===== config.mk =====
export PLATFORM = sky130hd
export DESIGN_NAME = reg_access_ctrl_flat
export DESIGN_NICKNAME = d
export VERILOG_FILES = /design/src/rtl/reg_access_pkg.sv /design/src/rtl/reg_access_ctrl_if.sv /design/src/rtl/reg_sel_dec.sv /design/src/rtl/reg_access_ctrl.sv /design/src/flat_wrapper.sv
export SDC_FILE = /design/constraint.sdc
export NUM_CORES = 1
export LEC_CHECK = 0
export ABC_AREA = 1
export BUFFER_PORTS_ARGS = -buffer_cell sky130_fd_sc_hd__buf_2
export CAP_MARGIN = 20
export CORE_MARGIN = 10
export CORE_UTILIZATION = 50
export CTS_CLUSTER_SIZE = 24
export DETAILED_ROUTE_END_ITERATION = 8
export PLACE_DENSITY = 0.77
export SLEW_MARGIN = 20
export SYNTH_ARGS = -nofsm -noshare
export SYNTH_HDL_FRONTEND = slang
export SYNTH_SLANG_ARGS = --single-unit

===== constraint.sdc =====
create_clock -name sysclk -period 2.7 [get_ports sysclk]
set_input_delay 0.54 -clock sysclk [delete_from_list [all_inputs] [get_ports sysclk]]
set_output_delay 0.54 -clock sysclk [all_outputs]
set_load 0.03 [all_outputs]

===== src/rtl/reg_access_pkg.sv =====
// reg_access_pkg: FSM state encoding and default geometry for the register-bank access sequencer
// Ports: none
package reg_access_pkg;
  localparam int DEF_BUS_WIDTH = 15;
  localparam int DEF_NUM_REGS = DEF_BUS_WIDTH * 2 + 1;
  localparam int DEF_ADDR_W = 5;
  typedef logic [2:0] state_t;
  localparam state_t S_IDLE = 3'd0;
  localparam state_t S_SETUP = 3'd1;
  localparam state_t S_STROBE = 3'd2;
  localparam state_t S_HOLD = 3'd3;
  localparam state_t S_SAMPLE = 3'd4;
  localparam state_t S_RESP = 3'd5;
endpackage


===== src/rtl/reg_access_ctrl_if.sv =====
// reg_access_ctrl_if: host request/response channel plus register-bank strobe/select/data bus
// Ports: master = host and bank side, slave = sequencer side
interface reg_access_ctrl_if
  import reg_access_pkg::*;
#(
  parameter int bus_width = DEF_BUS_WIDTH,
  parameter int NUM_REGS = DEF_NUM_REGS,
  parameter int ADDR_W = DEF_ADDR_W
) ();
  logic req_valid;
  logic req_ready;
  logic req_write;
  logic [ADDR_W-1:0] req_addr;
  logic [bus_width:0] req_wdata;
  logic rsp_valid;
  logic rsp_ready;
  logic [bus_width:0] rsp_rdata;
  logic rsp_err;
  logic wrb;
  logic [NUM_REGS-1:0] reg_sel;
  logic [bus_width:0] din;
  logic [bus_width:0] rdout;
  modport master (
    output req_valid, req_write, req_addr, req_wdata, rsp_ready, rdout,
    input req_ready, rsp_valid, rsp_rdata, rsp_err, wrb, reg_sel, din
  );
  modport slave (
    input req_valid, req_write, req_addr, req_wdata, rsp_ready, rdout,
    output req_ready, rsp_valid, rsp_rdata, rsp_err, wrb, reg_sel, din
  );
endinterface


===== src/rtl/reg_sel_dec.sv =====
// reg_sel_dec: binary-to-one-hot register select decoder with enable and out-of-range flag
// Ports: addr/en in, sel one-hot out (zero when disabled or out of range), oor out
module reg_sel_dec #(
  parameter int NUM_REGS = 31,
  parameter int ADDR_W = 5
) (
  input  logic [ADDR_W-1:0]   addr,
  input  logic                en,
  output logic [NUM_REGS-1:0] sel,
  output logic                oor
);
  assign oor = 32'(addr) >= NUM_REGS;
  assign sel = (en && !oor) ? {{(NUM_REGS-1){1'b0}}, 1'b1} << addr : '0;
endmodule


===== src/rtl/reg_access_ctrl.sv =====
// reg_access_ctrl: sequences one host request into select/data/write-strobe timing with write readback verify
// Ports: sysclk, reset (sync, active high), bus = slave side of reg_access_ctrl_if
module reg_access_ctrl
  import reg_access_pkg::*;
#(
  parameter int bus_width = DEF_BUS_WIDTH,
  parameter int NUM_REGS = DEF_NUM_REGS,
  parameter int ADDR_W = DEF_ADDR_W
) (
  input logic sysclk,
  input logic reset,
  reg_access_ctrl_if.slave bus
);
  state_t state;
  logic wr;
  logic [ADDR_W-1:0] addr;
  logic [bus_width:0] wdata;
  logic accept;
  logic dec_en;
  logic oor;
  logic [ADDR_W-1:0] dec_addr;
  logic [NUM_REGS-1:0] dec_sel;
  assign accept = state == S_IDLE && bus.req_ready && bus.req_valid;
  // decode the select for the next cycle so reg_sel itself is a register
  assign dec_addr = state == S_IDLE ? bus.req_addr : addr;
  assign dec_en = state == S_IDLE ? accept : (state == S_SETUP || state == S_STROBE || state == S_HOLD);
  reg_sel_dec #(.NUM_REGS(NUM_REGS), .ADDR_W(ADDR_W)) u_dec (
    .addr(dec_addr),
    .en(dec_en),
    .sel(dec_sel),
    .oor(oor)
  );
  always_ff @(posedge sysclk) begin
    if (reset) begin
      state <= S_IDLE;
      wr <= 1'b0;
      addr <= '0;
      wdata <= '0;
      bus.req_ready <= 1'b0;
      bus.rsp_valid <= 1'b0;
      bus.rsp_rdata <= '0;
      bus.rsp_err <= 1'b0;
      bus.wrb <= 1'b1;
      bus.reg_sel <= '0;
      bus.din <= '0;
    end else begin
      bus.reg_sel <= dec_sel;
      bus.wrb <= !(state == S_SETUP && wr);
      case (state)
        S_IDLE:
          if (accept) begin
            wr <= bus.req_write;
            addr <= bus.req_addr;
            wdata <= bus.req_wdata;
            bus.req_ready <= 1'b0;
            if (oor) begin
              state <= S_RESP;
              bus.rsp_valid <= 1'b1;
              bus.rsp_rdata <= '0;
              bus.rsp_err <= 1'b1;
            end else begin
              state <= S_SETUP;
              bus.din <= bus.req_write ? bus.req_wdata : '0;
            end
          end else begin
            bus.req_ready <= 1'b1;
          end
        S_SETUP: state <= wr ? S_STROBE : S_SAMPLE;
        S_STROBE: state <= S_HOLD;
        S_HOLD: state <= S_SAMPLE;
        S_SAMPLE: begin
          state <= S_RESP;
          bus.rsp_valid <= 1'b1;
          bus.rsp_rdata <= bus.rdout;
          bus.rsp_err <= wr && (bus.rdout != wdata);
          bus.din <= '0;
        end
        S_RESP:
          if (bus.rsp_ready) begin
            state <= S_IDLE;
            bus.rsp_valid <= 1'b0;
            bus.req_ready <= 1'b1;
          end
        default: state <= S_IDLE;
      endcase
    end
  end
endmodule


===== src/flat_wrapper.sv =====
// flat-port wrapper written by rule: the top's interface ports become plain ports
module reg_access_ctrl_flat import reg_access_pkg::*;
#(
  parameter int bus_width = DEF_BUS_WIDTH,
  parameter int NUM_REGS = DEF_NUM_REGS,
  parameter int ADDR_W = DEF_ADDR_W
)
  (sysclk, reset, bus_req_valid, bus_req_write, bus_req_addr, bus_req_wdata, bus_rsp_ready, bus_rdout, bus_req_ready, bus_rsp_valid, bus_rsp_rdata, bus_rsp_err, bus_wrb, bus_reg_sel, bus_din);
  reg_access_ctrl_if #(.bus_width(bus_width), .NUM_REGS(NUM_REGS), .ADDR_W(ADDR_W)) bus_i ();
  input logic sysclk;
  input logic reset;
  input wire logic [$bits(bus_i.req_valid)-1:0] bus_req_valid;
  input wire logic [$bits(bus_i.req_write)-1:0] bus_req_write;
  input wire logic [$bits(bus_i.req_addr)-1:0] bus_req_addr;
  input wire logic [$bits(bus_i.req_wdata)-1:0] bus_req_wdata;
  input wire logic [$bits(bus_i.rsp_ready)-1:0] bus_rsp_ready;
  input wire logic [$bits(bus_i.rdout)-1:0] bus_rdout;
  output wire logic [$bits(bus_i.req_ready)-1:0] bus_req_ready;
  output wire logic [$bits(bus_i.rsp_valid)-1:0] bus_rsp_valid;
  output wire logic [$bits(bus_i.rsp_rdata)-1:0] bus_rsp_rdata;
  output wire logic [$bits(bus_i.rsp_err)-1:0] bus_rsp_err;
  output wire logic [$bits(bus_i.wrb)-1:0] bus_wrb;
  output wire logic [$bits(bus_i.reg_sel)-1:0] bus_reg_sel;
  output wire logic [$bits(bus_i.din)-1:0] bus_din;
  assign bus_i.req_valid = bus_req_valid;
  assign bus_i.req_write = bus_req_write;
  assign bus_i.req_addr = bus_req_addr;
  assign bus_i.req_wdata = bus_req_wdata;
  assign bus_i.rsp_ready = bus_rsp_ready;
  assign bus_i.rdout = bus_rdout;
  assign bus_req_ready = bus_i.req_ready;
  assign bus_rsp_valid = bus_i.rsp_valid;
  assign bus_rsp_rdata = bus_i.rsp_rdata;
  assign bus_rsp_err = bus_i.rsp_err;
  assign bus_wrb = bus_i.wrb;
  assign bus_reg_sel = bus_i.reg_sel;
  assign bus_din = bus_i.din;
  reg_access_ctrl #(.bus_width(bus_width), .NUM_REGS(NUM_REGS), .ADDR_W(ADDR_W)) u_core (.sysclk(sysclk), .reset(reset), .bus(bus_i));
endmodule

==> results.cfg, run 1 <==
[synthesis]
yosysMostFrequentCell = nor2_1
ys_types = 26
synth_cells = 476
synth.yosys.seq_area_share = 0.5092
synthTopCellsByCount = 103 x nor2_1, 92 x dfxtp_1, 83 x nand2_1
yosysTopAreaCell = dfxtp_1
synth_area_leaders = dfxtp_1 51%, nor2_1 11%, nand2_1 8.6%, nand3_1 6.1%, a21oi_1 5.7%
synth_top_flop_cell = dfxtp_1
yosys_warnings = 0
ys_async_sr_fraction = 0
synth_edf_count = 0
ys_ff_latch = 92
synthesis.nets = 518
avgSynthCellArea_um2 = 7.599
syn_area_um2 = 3617
synth_top_area_frac = 0.5092

[routing]
dr.pass1.iters = 4
drc_errors = 0
drt_iter0_drc = 180
routed_via_density = 5.049
wl_um = 9546
drt-wirelength-per-cell_um = 14.12
vias = 3413
postRouteAntennaNets = 0

[global_routing]
grt_usage = 0.1726
antenna_found_initial = 0
grt_overflow = 0
grt_pass1_wl_um = 15880
grt_max_degree = 42
grt_pass1_vias = 3377

[placement]
numPortBuffers = 108
gp_congestion = 0.8304
hpwl_um = 7192
pre_cts_ws_ps = 622.5
post-place-cells = 660

[floorplan]
start_util = 0.5237
die_w_um = 105.1
die_area_um2 = 11040
rows = 30
io_pins = 109
die_h_um = 105.1
core_um2 = 6907

[cts]
cts_buffers = 9
clock_latency_ps = 370
post_cts.repair.setup_buffers = 0
cts_root_buffer = clkbuf_8
clkTransAtPathRegs_ps = 100
cts.repair.resized = 0
ctsHoldBuffers = 0
clock_path_buffers = 2
h-tree-depth = 3
cts_sinks = 92
cts_tree = yes

[critical_path]
worst-path-max-fanout = 32
cp.arrival_ps = 2410
cp-start-kind = register
worstSetupPathType = register to register
cp-end-kind = register
crit_required_ps = 3000

[sta]
slew_violations = 0
clock_skew_ps = 10.30
max_freq_ghz = 0.4729
finalSetupViolations = 0
tns_ps = 0
fin_hold_ws_ps = 411.5
rsz0062_at_grt = no
maxSlewHeadroom = 0.6262
period_needed_ps = 2115
setup_slack_ps = 585.4
worst_slew_pin_slew_ps = 557.0
period_share = 0.7832
hold_violations = 0

[pwr]
swShare = 0.4563
p_comb_frac = 0.449
power_frac_seq = 0.367
internal_power_w = 0.002642
vdd_drop_max_v = 0.0006580
power_density_nw_per_um2 = 1109
switchingPower_w = 0.002218
total_leakage_power_nw = 2.050
pwr-share-clk = 0.184

[outcome]
status = completed

[finish]
antenna_cells = 0
layoutNonFillerInstCount = 676
syn2layout_area_growth_pct = 21.17
drive_gt1_frac = 0.2569
nets = 617
fin_util = 0.6346

[hold_path]
min_path_type = input port to register

[run]
drv_cap = 0
## path summary, 6_finish.rpt
check                                              from                       to  slack, ps  cells after the start
worst max-delay path                    u_core.state[2]        u_core.bus.din[1]        590                     10
worst min-delay path                  bus_req_wdata[10]         u_core.wdata[10]        410                      3
worst max register to register          u_core.state[2]        u_core.bus.din[1]        590                     10
worst min register to register  u_core.bus.rsp_rdata[1]  u_core.bus.rsp_rdata[1]        460                      2
## worst max-delay path, stage by stage, from the launching register on
cell      delay [ps]
dfxtp_1          550
inv_2            150
nand2_4          140
nand2_1           60
nand2_1          120
nand3_1          140
o21bai_4         190
nand2_2          330
nand3_1          180
nand2_1           70
nor2_1           110
## flip-flops by register name, summed over array words and instances (netlist names)
name and count:
u_core.bus.req_ready 1, u_core.wr 1, u_core.bus.rsp_valid 1, u_core.state 3, u_core.bus.rsp_err 1, u_core.addr 5
u_core.bus.rsp_rdata 16, u_core.bus.wrb 1, u_core.wdata 16, u_core.bus.reg_sel 31, u_core.bus.din 16
## cells by family (layout without fill, tap and decap cells)
| family | count (synthesis) | count (layout) | share of synthesized area |
|---|---|---|---|
| AO/OA/AOI/OAI | 68 | 68 | 0.09858 |
| XOR/XNOR | 14 | 14 | 0.03390 |
| buffers and inverters | 49 | 153 | 0.05742 |
| flip-flops | 92 | 92 | 0.5092 |
| AND/OR/NAND/NOR | 253 | 253 | 0.3009 |
## power groups by stage
stage / Combinational, W / Clock [W] / Sequential, W
2_1_floorplan: 0.00152 / 0 / 0.00204
6_report: 0.00218 / 0.000895 / 0.00178
3_3_place_gp: 0.00213 / 0 / 0.00180
3_5_place_dp: 0.00218 / 0 / 0.00181
4_1_cts: 0.00219 / 0.000903 / 0.00178
5_1_grt: 0.00248 / 0.000966 / 0.00181
## cell type report
class,instances,area [um2]
Sequential cell,92,1842
Fill cell,686,2524
Clock buffer,9,123.9
Multi-Input combinational cell,335,1568
Timing Repair Buffer,112,570.5
Tap cell,96,120.1
Inverter,25,93.84
Clock inverter,7,65.06
## layout by cell type, fill, tap and decap left out, types with 2 or more instances in the layout
cell,count
nand2_2,6
inv_6,3
xor2_1,2
nand4_1,6
inv_8,2
xnor2_1,12
a21oi_1,41
nand3_1,44
buf_4,4
nand2_1,83
dfxtp_1,92
o21ai_0,24
nor3_1,3
nor2_4,2
inv_1,19
inv_2,6
nor2_1,103
nor2_2,2
clkbuf_8,9
buf_2,108
nand2_4,2
## stage by stage
stage / power (W) / instance area [um2]
2_1_floorplan: 0.003561 / 3617
3_3_place_gp: 0.003930 / 4194
3_5_place_dp: 0.003991 / 4194
4_1_cts: 0.004874 / 4383
5_1_grt: 0.005261 / 4383
6_report: 0.004861 / 4383
## layer usage
metal	wire [um]	global-route usage	vias up
met1	3982	0.1975	1562
met2	4714	0.2936	113
met4	114	0.05392	0
met3	735	0.06143	13
met5	0	0	-
li1	-	-	1725
Power figures use the tool's default switching activity.
==> run 2, diff against run 1 <==
- clock period: 2.7 -> 2.2 ns (I/O delays scaled with it)
==> results.cfg, run 2 (synthesized netlist as in run 1, its figures left out) <==
[outcome]
status = completed

[global_routing]
grt_usage = 0.1728
grt_overflow = 0
antenna_found_initial = 0
grt_pass1_vias = 3429
grt_pass1_wl_um = 15980
grt_max_degree = 34

[floorplan]
die_area_um2 = 11040
start_util = 0.5237
rows = 30
core_um2 = 6907
io_pins = 109
die_h_um = 105.1
die_w_um = 105.1

[sta]
clock_skew_ps = 12.84
finalSetupViolations = 0
period_needed_ps = 1896
maxSlewHeadroom = 0.6112
worst_slew_pin_slew_ps = 579.3
period_share = 0.8617
rsz0062_at_grt = no
max_freq_ghz = 0.5275
hold_violations = 0
slew_violations = 0

[cts]
h-tree-depth = 3
cts_sinks = 92
cts_buffers = 9
ctsHoldBuffers = 0
clock_path_buffers = 2
clkTransAtPathRegs_ps = 90
cts_tree = yes
post_cts.repair.setup_buffers = 0
cts_root_buffer = clkbuf_8
clock_latency_ps = 380

[routing]
drt_iter0_drc = 156
postRouteAntennaNets = 0
drc_errors = 0
vias = 3400
drt-wirelength-per-cell_um = 14.09
wl_um = 9526
routed_via_density = 5.030
dr.pass1.iters = 5

[finish]
layoutNonFillerInstCount = 676
layout_common_cells = 108 x buf_2, 102 x nor2_1, 92 x dfxtp_1, 83 x nand2_1, 44 x nand3_1
final_common_cell = buf_2
nets = 617
largest_register = u_core.bus.reg_sel
drive_gt1_frac = 0.2586
fin_area_um2 = 4410
antenna_cells = 0
largest_register_ffs = 31
syn2layout_area_growth_pct = 21.93

[pwr]
vdd_drop_max_v = 0.0008111
total_leakage_power_nw = 2.057
power_density_nw_per_um2 = 1364

[critical_path]
cp.arrival_ps = 2220
crit_slowest_cell = dfxtp_1
max_stage_delay_ps = 460
worst-path-max-fanout = 15
cp-end-kind = register
worstSetupPathType = register to register
crit_required_ps = 2520
cp-start-kind = register
crit_family = simple AND/OR/NAND/NOR gates
critical_path.cell_chain = inv_2 -> nand2_2 -> nor2_4 -> nand2_2 -> inv_1 -> nor3_2 -> nand4_2 -> inv_1 -> nand3_1 -> inv_1
critPathLaunch = u_core.state[0]
crit_top_cell = inv_1
r2r-start = u_core.state[0]
path_buf_inv = 4

[placement]
post-place-cells = 660
hpwl_um = 7196
placed_cell_area_um2 = 4207
numPortBuffers = 108
gp_congestion = 0.8261

[hold_path]
min-delay-start = bus_req_wdata[10]
min_path_type = input port to register

[run]
drv_cap = 0
## run 2: layout make-up
type,instances,area (um2)
fillers,655,2496
clock buffers,9,123.9
inverters,25,93.84
well taps,96,120.1
clock inverters,7,67.56
multi-input cells,335,1580
repair buffers,112,583.1
flip-flops and latches,92,1842
## run 2: metal layers
layer	part of all wire	routed length (um)	vias up	global-route usage
met5	0	0	-	0
met4	0.013	123	0	0.06275
met3	0.073	697	14	0.05897
met2	0.49	4665	112	0.2851
met1	0.42	4040	1548	0.2033
li1	-	-	1726	-
## run 2: final timing paths
path,to,slack (ps),depth (start not counted)
setup / recovery,u_core.bus.reg_sel[7],300,10
hold / removal,u_core.wdata[10],320,3
setup reg to reg,u_core.bus.reg_sel[7],300,10
hold reg to reg,u_core.bus.rsp_rdata[0],460,2
## run 2: report_power, final
part / switching (W) / internal (W) / leakage, nW
Clock: 0.000657 / 0.000442 / 0.0958
Combinational: 0.00192 / 0.000827 / 1.21
Sequential: 0.000187 / 0.00198 / 0.748
Total: 0.00276 / 0.00325 / 2.06
## run 2: worst reg2reg max path, delay by kind of cell (launching register included)
family | cells | cell delay [ps]
DFF | 1 | 460
buffers and inverters | 4 | 430
and+or+nand+nor | 6 | 960
## run 2: per-stage QoR
step                hold slack (ps)  setup TNS [ps]  utilization  total power (W)  setup slack [ps]
global route                  331.9               0       0.6386         0.006499             75.08
global placement              445.0          -69.04       0.6091         0.004841            -19.80
CTS                           316.5               0       0.6371         0.006003             207.5
finish                        322.1               0       0.6386         0.006017             304.4
floorplan                     444.2               0            -         0.004370             582.1
detailed placement            449.4           -1170       0.6091         0.004906            -151.2
## run 2: repair_timing
item,CTS,global route
gates cloned,0,0
gates resized for setup,1,2
endpoints found under the setup margin,22,13
